===== src/rtl/max_pool_stream_if.sv =====
`default_nettype none
// ---------------------------------------------------------------------------
// max_pool_stream_if : byte-in / max-out valid-ready stream pair
// Revision: 1.0
// ---------------------------------------------------------------------------
interface max_pool_stream_if;
  logic       in_valid;
  logic       in_ready;
  logic [7:0] in_data;
  logic       in_last;
  logic       out_valid;
  logic       out_ready;
  logic [7:0] out_max;
  logic       out_last;
  logic       out_partial;

  modport slave (
    input  in_valid, in_data, in_last, out_ready,
    output in_ready, out_valid, out_max, out_last, out_partial
  );

  modport master (
    output in_valid, in_data, in_last, out_ready,
    input  in_ready, out_valid, out_max, out_last, out_partial
  );
endinterface
`default_nettype wire


===== src/rtl/max_pool_stream.sv =====
`default_nettype none
// ---------------------------------------------------------------------------
// max_pool_stream : groups bytes into 8-sample windows, emits each window max
// Revision: 1.0
// ---------------------------------------------------------------------------
module sort_8 (
  input  logic [7:0][7:0] d,
  output logic [7:0]      max_o
);
  logic [3:0][7:0] lvl1;
  logic [1:0][7:0] lvl2;

  generate
    for (genvar i = 0; i < 4; i++) begin : g_lvl1
      assign lvl1[i] = (d[2*i] > d[2*i+1]) ? d[2*i] : d[2*i+1];
    end
    for (genvar j = 0; j < 2; j++) begin : g_lvl2
      assign lvl2[j] = (lvl1[2*j] > lvl1[2*j+1]) ? lvl1[2*j] : lvl1[2*j+1];
    end
  endgenerate

  assign max_o = (lvl2[0] > lvl2[1]) ? lvl2[0] : lvl2[1];
endmodule

module max_pool_stream #(
  parameter int FRAME_WINS = 16
) (
  input  logic               clk,
  input  logic               rst_n,
  input  logic               clr,
  max_pool_stream_if.slave   bus
);
  localparam logic [7:0] c_last_win = 8'(FRAME_WINS - 1);

  logic [7:0][7:0] win_q, win_d;
  logic [2:0]      fill_q, fill_d;
  logic [7:0]      win_cnt_q, win_cnt_d;
  logic            out_valid_q, out_valid_d;
  logic [7:0]      out_max_q, out_max_d;
  logic            out_last_q, out_last_d;
  logic            out_partial_q, out_partial_d;

  logic            in_ready;
  logic            acc;
  logic            closing;
  logic [7:0][7:0] slot;
  logic [7:0]      win_max;

  assign in_ready = ~out_valid_q | bus.out_ready;
  assign acc      = bus.in_valid & in_ready;
  assign closing  = acc & ((fill_q == 3'd7) | bus.in_last);

  // Slots beyond the incoming sample are zero, which never wins an unsigned max.
  generate
    for (genvar i = 0; i < 8; i++) begin : g_slot
      assign slot[i] = (3'(i) < fill_q)  ? win_q[i]    :
                       (3'(i) == fill_q) ? bus.in_data : 8'd0;
    end
  endgenerate

  sort_8 u_sort_8 (
    .d     (slot),
    .max_o (win_max)
  );

  always_comb begin
    win_d         = win_q;
    fill_d        = fill_q;
    win_cnt_d     = win_cnt_q;
    out_valid_d   = out_valid_q;
    out_max_d     = out_max_q;
    out_last_d    = out_last_q;
    out_partial_d = out_partial_q;

    if (acc) begin
      win_d[fill_q] = bus.in_data;
      fill_d        = closing ? 3'd0 : fill_q + 3'd1;
    end

    if (closing) begin
      out_valid_d   = 1'b1;
      out_max_d     = win_max;
      out_last_d    = bus.in_last | (win_cnt_q == c_last_win);
      out_partial_d = bus.in_last & (fill_q != 3'd7);
      win_cnt_d     = (bus.in_last | (win_cnt_q == c_last_win)) ? 8'd0 : win_cnt_q + 8'd1;
    end else if (out_valid_q & bus.out_ready) begin
      out_valid_d = 1'b0;
    end

    if (clr) begin
      win_d         = '0;
      fill_d        = 3'd0;
      win_cnt_d     = 8'd0;
      out_valid_d   = 1'b0;
      out_max_d     = 8'd0;
      out_last_d    = 1'b0;
      out_partial_d = 1'b0;
    end
  end

  always_ff @(posedge clk or negedge rst_n) begin
    if (!rst_n) begin
      win_q         <= '0;
      fill_q        <= 3'd0;
      win_cnt_q     <= 8'd0;
      out_valid_q   <= 1'b0;
      out_max_q     <= 8'd0;
      out_last_q    <= 1'b0;
      out_partial_q <= 1'b0;
    end else begin
      win_q         <= win_d;
      fill_q        <= fill_d;
      win_cnt_q     <= win_cnt_d;
      out_valid_q   <= out_valid_d;
      out_max_q     <= out_max_d;
      out_last_q    <= out_last_d;
      out_partial_q <= out_partial_d;
    end
  end

  assign bus.in_ready    = in_ready;
  assign bus.out_valid   = out_valid_q;
  assign bus.out_max     = out_max_q;
  assign bus.out_last    = out_last_q;
  assign bus.out_partial = out_partial_q;
endmodule
`default_nettype wire


===== src/flat_wrapper.sv =====
// flat-port wrapper written by rule: the top's interface ports become plain ports
module max_pool_stream_flat 
#(
  parameter int FRAME_WINS = 16
)
  (clk, rst_n, clr, bus_in_valid, bus_in_data, bus_in_last, bus_out_ready, bus_in_ready, bus_out_valid, bus_out_max, bus_out_last, bus_out_partial);
  max_pool_stream_if bus_i ();
  input  logic clk;
  input  logic rst_n;
  input  logic clr;
  input wire logic [$bits(bus_i.in_valid)-1:0] bus_in_valid;
  input wire logic [$bits(bus_i.in_data)-1:0] bus_in_data;
  input wire logic [$bits(bus_i.in_last)-1:0] bus_in_last;
  input wire logic [$bits(bus_i.out_ready)-1:0] bus_out_ready;
  output wire logic [$bits(bus_i.in_ready)-1:0] bus_in_ready;
  output wire logic [$bits(bus_i.out_valid)-1:0] bus_out_valid;
  output wire logic [$bits(bus_i.out_max)-1:0] bus_out_max;
  output wire logic [$bits(bus_i.out_last)-1:0] bus_out_last;
  output wire logic [$bits(bus_i.out_partial)-1:0] bus_out_partial;
  assign bus_i.in_valid = bus_in_valid;
  assign bus_i.in_data = bus_in_data;
  assign bus_i.in_last = bus_in_last;
  assign bus_i.out_ready = bus_out_ready;
  assign bus_in_ready = bus_i.in_ready;
  assign bus_out_valid = bus_i.out_valid;
  assign bus_out_max = bus_i.out_max;
  assign bus_out_last = bus_i.out_last;
  assign bus_out_partial = bus_i.out_partial;
  max_pool_stream #(.FRAME_WINS(FRAME_WINS)) u_core (.clk(clk), .rst_n(rst_n), .clr(clr), .bus(bus_i));
endmodule

===== config.mk =====
export PLATFORM = sky130hd
export DESIGN_NAME = max_pool_stream_flat
export DESIGN_NICKNAME = d
export VERILOG_FILES = /design/src/rtl/max_pool_stream_if.sv /design/src/rtl/max_pool_stream.sv /design/src/flat_wrapper.sv
export SDC_FILE = /design/constraint.sdc
export NUM_CORES = 1
export LEC_CHECK = 0
export CORE_MARGIN = 2
export CORE_UTILIZATION = 60
export DETAILED_ROUTE_END_ITERATION = 10
export GPL_TIMING_DRIVEN = 0
export HOLD_SLACK_MARGIN = 0.15
export PLACE_DENSITY = 0.86
export SYNTH_ARGS = -nofsm -noshare
export SYNTH_HDL_FRONTEND = slang
export SYNTH_HIERARCHICAL = 1
export SYNTH_SLANG_ARGS = --single-unit
export TNS_END_PERCENT = 5

===== constraint.sdc =====
create_clock -name clk -period 9.5 [get_ports clk]
set_clock_uncertainty 0.05 [all_clocks]
set_input_delay 1.9 -clock clk [delete_from_list [all_inputs] [get_ports clk]]
set_output_delay 1.9 -clock clk [all_outputs]
set_load 0.1 [all_outputs]

* After elaboration in Yosys (flattened, before gate mapping)
Index checks and enable logic that the tools add are counted.
Storage, ports and cells: output and inout port bits 12, input port bits 14, register bits 86, logic and storage cells 99
Cells by class: add/sub/neg operators 2, muxes and demuxes 43, eq/ne operators 10, bitwise gates (word level) 8, reductions and logical operators 5, order comparisons 17
Operators by type and width (number):
- 8-bit two-way mux | 29
- 64-bit two-way mux | 2
- 64-bit bitwise mux | 1
- 8-bit greater-than comparator | 7
- 8-bit demux with 3-bit select | 1
- 3-bit == test (first input constant) | 4
- 3-bit < comparator (first input constant) | 4
- 3-bit two-way mux | 3
- 8-bit by 1-bit adder with 8-bit output (second input constant) | 1
- 8-bit by 4-bit == test with 1-bit output (second input constant) | 1
- 1-bit two-way mux | 7
- 2-bit by 3-bit == test with 1-bit output (first input constant) | 2
- 1-bit by 3-bit < comparator with 1-bit output (first input constant) | 2
- 2-bit by 3-bit < comparator with 1-bit output (first input constant) | 2
- 1-bit AND | 4
- 3-bit by 4-bit < comparator with 1-bit output (second input constant) | 1
- 2-bit nonzero test | 2
- 3-bit by 1-bit adder with 3-bit output (second input constant) | 1
- 1-bit by 3-bit == test with 1-bit output (first input constant) | 1
- 3-bit == test (second input constant) | 1
- 3-bit by 1-bit >= comparator with 1-bit output (second input constant) | 1
- 3-bit logical NOT | 1
- 3-bit != test (second input constant) | 1
- 1-bit OR | 3
- other kinds (3) | 3

* Longest topological paths before layout
Gate-level depths: netlist (run 1).
word-level depth 11, depth in mapped cells 37, mapped depth without buffers 31

* By module
Netlist (run 1), hierarchy kept.
By module, submodules not included:
- max_pool_stream | instances 1, area each 4484.3 um2, sequential area each 1951.9 um2, cells each 456
- sort_8 | instances 1, area each 2368.5 um2, sequential area each 0.0 um2, cells each 311

* Worst setup path after synthesis (run 1)
OpenSTA, ideal clock, no wires.
path kind input -> register, from input port bus_in_data[1], to register u_core.out_max_q[4] (netlist: u_core/bus.out_max[4]), buffers on the path 4, library setup time 69 ps, stages on the path 29, arrival time 7199 ps, data required time 9381 ps, setup slack 2182 ps, cells stage by stage clkbuf_1 -> nand2_1 -> o21ai_0 -> ha_1 -> nor2b_1 -> o21a_1 -> o21ai_0 -> a21oi_2 -> o21a_1 -> buf_2 -> o21a_1 -> ha_1 -> a21o_1 -> a21o_1 -> a211oi_2 -> or2_2 -> buf_2 -> mux2_2 -> ha_1 -> nor2b_1 -> o21a_1 -> o21a_1 -> o21ai_0 -> nand3b_1 -> nand2_1 -> clkbuf_1 -> o211ai_1 -> o31ai_1 -> a22o_1
RTL lines:
- from (decl) | RTL line flat_wrapper.sv:12 | input wire logic [$bits(bus_i.in_data)-1:0] bus_in_data;
- to (signal assigned) | RTL line max_pool_stream.sv:115 | out_max_q <= out_max_d;
- to (decl) | RTL line max_pool_stream.sv:39 | logic [7:0] out_max_q, out_max_d;

==> results of run 1 <==
[cells in the mapped netlist, types with 18 or more instances]
master,count
and2_1,18
dfrtp_1,78
mux2i_1,71
nand3_1,18
inv_1,47
clkbuf_1,19
a22o_1,21
mux2_2,18
nor2_1,72
ha_1,60
o21ai_0,58
a21oi_1,18
nand2_1,73
[worst max-delay path, delay by kind of cell]
family | cells | cell delay [ns]
buffers and inverters | 4 | 1.74
AO/OA/AOI/OAI | 14 | 2.87
adder cells (fa/ha/maj) | 3 | 0.90
AND/OR/NAND/NOR | 8 | 1.08
multiplexers | 2 | 0.61
[per-stage QoR]
step           std cells  hold WS [ns]  total power [W]  util (%)
2_1_floorplan        767        0.4332        0.0007595         -
3_3_place_gp         934        0.4370        0.0008713     64.51
3_5_place_dp         935        0.4446        0.0008916     64.74
4_1_cts              951        0.4583         0.001253     67.47
5_1_grt              951        0.4653         0.001315     67.47
6_report             952        0.4506         0.001256     67.49
[path summary, 6_finish.rpt]
| kind | start | to | cells after the start |
|---|---|---|---|
| worst min register to register | u_core/bus.out_max[4]$_DFFE_PN0P_ | u_core/bus.out_max[4]$_DFFE_PN0P_ | 1 |
| min in group asynchronous | rst_n | u_core/win_cnt_q[5]$_DFFE_PN0P_ | 1 |
| worst max register to register | u_core/fill_q[1]$_DFFE_PN0P_ | u_core/bus.out_max[6]$_DFFE_PN0P_ | 32 |
| worst min-delay path | u_core/bus.out_max[4]$_DFFE_PN0P_ | u_core/bus.out_max[4]$_DFFE_PN0P_ | 1 |
| worst max-delay path | bus_in_data[1] | u_core/bus.out_max[6]$_DFFE_PN0P_ | 31 |
| max in group asynchronous | rst_n | u_core/win_q[25]$_DFFE_PN0P_ | 2 |
[sequential cells by signal, summed over array words and instances (netlist names)]
signal and cells:
u_core/fill_q 3, u_core/bus.out_last 1, u_core/win_q 56, u_core/win_cnt_q 8, u_core/bus.out_valid 1, u_core/bus.out_partial 1, u_core/bus.out_max 8
[layout make-up]
cell class	count	area [sq um]	area share, %
Inverter	47	176.4	2.319
Tap cell	143	178.9	2.352
Clock buffer	9	225.2	2.961
Buffer	45	241.5	3.174
Clock inverter	7	82.58	1.086
Antenna cell	1	2.502	0.03289
Sequential cell	78	1952	25.66
Timing Repair Buffer	25	265.3	3.487
Multi-Input combinational cell	597	4483	58.93
[cell usage in the layout, fill, tap and decap left out, types with 3 or more instances in the layout]
cell type         n
dfrtp_1          78
nand2_1          73
nor2_1           72
mux2i_1          71
ha_1             60
o21ai_0          58
inv_1            47
clkdlybuf4s50_1  23
a22o_1           21
clkbuf_1         19
and2_1           18
nand3_1          18
mux2_2           18
a21oi_1          18
o21a_1           16
o211ai_1         15
buf_2            13
nand4_1          10
clkbuf_16         9
o31ai_1           9
a21o_1            8
nor2b_1           8
and3_1            7
o221ai_1          7
buf_4             6
a21oi_2           6
nor3b_1           6
a21boi_0          5
buf_6             5
nand4_4           5
or2_2             4
nand2b_1          4
nor3_1            4
o21ai_1           3
a21boi_1          3
buf_1             3
[metal layers]
metal / up-vias / wire [um] / global-route usage [%]
met5: - / 0 / 0
met2: 234 / 8977 / 51.33
li1: 2828 / - / -
met4: 0 / 490 / 13.17
met1: 2976 / 8037 / 39.56
met3: 42 / 1139 / 5.905
[power breakdown]
group,internal [W],leakage [nW],total (W),switching [W]
Combinational,0.000184,2.34,0.000541,0.000357
Sequential,0.000347,1.08,0.000357,0.00000980
Clock,0.000207,0.144,0.000358,0.000151
Total,0.000738,3.56,0.00126,0.000519
[kinds of logic after synthesis]
family | after synthesis | synth area share (%)
fa+ha+maj | 60 | 10.95
buf+inv | 92 | 6.098
simple gates | 252 | 19.97
xor+xnor | 3 | 0.3835
flops | 78 | 28.48
mux | 89 | 13.33
compound gates | 193 | 20.78
==> metrics.md, run 1 <==
| Metric | Value |
|---|---|
| Clk slew on worst S/H paths | 0.06 ns |
| GRT overflow | 0 |
| Top_reg_cell synth | dfrtp_1 |
| Row cnt | 39 |
| Power per standard cell area | 165.1 nW/um^2 |
| DRT antenna net count | 0 |
| Die X-Extent | 110.9 um |
| # H-tree levels | 3 |
| Post-CTS setup buffers | 0 |
| Post-Route Setup TNS | 0 ns |
| Post-synthesis cell area | 6853 sq um |
| Antenna violations before repair | 0 |
| Num CTS Buffers | 9 |
| Most frequent CP cell | o21a_1 |
| WP data arrival | 9.14 ns |
| Via density | 6.387 |
| Final worst setup slack | 0.6112 ns |
| Clk_lat worst skew | 0.35 ns |
| Maxcap violations | 0 |
| Final HPWL DP | 13.97 mm |
| Slowest CP cell | clkdlybuf4s50_1 |
| Slew Limit Headroom | 35.12% |
| Die footprint | 12290 sq um |
| Synth-to-layout area growth | 11.01% |
| Register area share after synthesis | 28.48% |
| Measured slew at the worst slew-check pin | 0.9702 ns |
| Iter 0 DRT Violations | 471 |
| Total GRT Usage | 30.92% |
| WS Path Type | input port to flop |
| CTS Sinks | 78 |
| Gp weighted congestion | 0.9925 |
| Routed vias | 6080 |
| Slew Viols, Final | 0 |
| Required time of the critical path | 9.75 ns |
| Wire per inst | 19.58 um |
| Largest net degree at the start of global routing | 66 |
| I/O pins | 26 |
| Worst path max stage delay | 0.64 ns |
| Initial Util | 60.79% |
| Worst Hold Class | flop to flop |
| NumNets Final | 877 |
| Final Hold Viols | 0 |
| Final instance area | 7607 sq um |
| Root buffer cell | clkbuf_16 |
| Unrepaired setup endpoints after global routing | no |
| Post-synthesis async set-or-reset flop share | 100.0% |
| Leakage | 3.564 nW |
| Layout cells sized above 1 | 13.12% |
| Core area | 11270 sq um |
| CTS hold repair buffers | 0 |
| Cell count after synthesis | 767 |
| Global-route wire length before repair | 30.37 mm |
| WL final | 18.64 mm |
| TritonCTS clock tree | built |
| Vias in the first global route | 6026 |
| Die Y-Extent | 110.9 um |
| Post-Syn Nets | 841 |
| Place WS | 0.4013 ns |
| Synth warn | 6 |
| Syn Area/Cell | 8.935 sq um |
| Top cell type by total area after synthesis | dfrtp_1 |
| Maximum vdd drop | 181.5 uV |
| Post-synth EDFFs | 0 |
| Max frequency | 0.1125 GHz |
| Post-synth top area share | 28.48% |
| CTS max path bufs | 2 |
| CP Max Fanout | 10 |
| Status | finished clean |
| Drt drc | 0 |
| Fill count | 884 |
| Final setup fails | 0 |
| Synth area leaders | dfrtp_1 28%, ha_1 11%, mux2i_1 10% |
| DRT Pass-1 Iters | 5 |
| Yosys cell types | 74 |
| Final period util | 93.57% |
| Cts repair resizes | 0 |
| Post-layout minimum cycle time | 8.889 ns |
| Port buffer count | 24 |
| Critical Path Source Type | input port |
| Critical Path End Type | flop |
| R2R Setup Slk | 1.30 ns |
| Area after DPL | 7297 sq um |
| #FFs+latches synth | 78 |
No activity file was read; power rests on OpenSTA's default activity.
==> run 2: changes to the inputs <==
--- a/config.mk
+++ b/config.mk
@@ -9,8 +9,9 @@
 export CORE_UTILIZATION = 60
 export DETAILED_ROUTE_END_ITERATION = 10
 export GPL_TIMING_DRIVEN = 0
-export HOLD_SLACK_MARGIN = 0.15
+export HOLD_SLACK_MARGIN = 0.08
 export PLACE_DENSITY = 0.86
+export SETUP_SLACK_MARGIN = 0.05
 export SYNTH_ARGS = -nofsm -noshare
 export SYNTH_HDL_FRONTEND = slang
 export SYNTH_HIERARCHICAL = 1
==> results of run 2 <==
The final DEF is identical to that of run 1; final timing and power are the same.
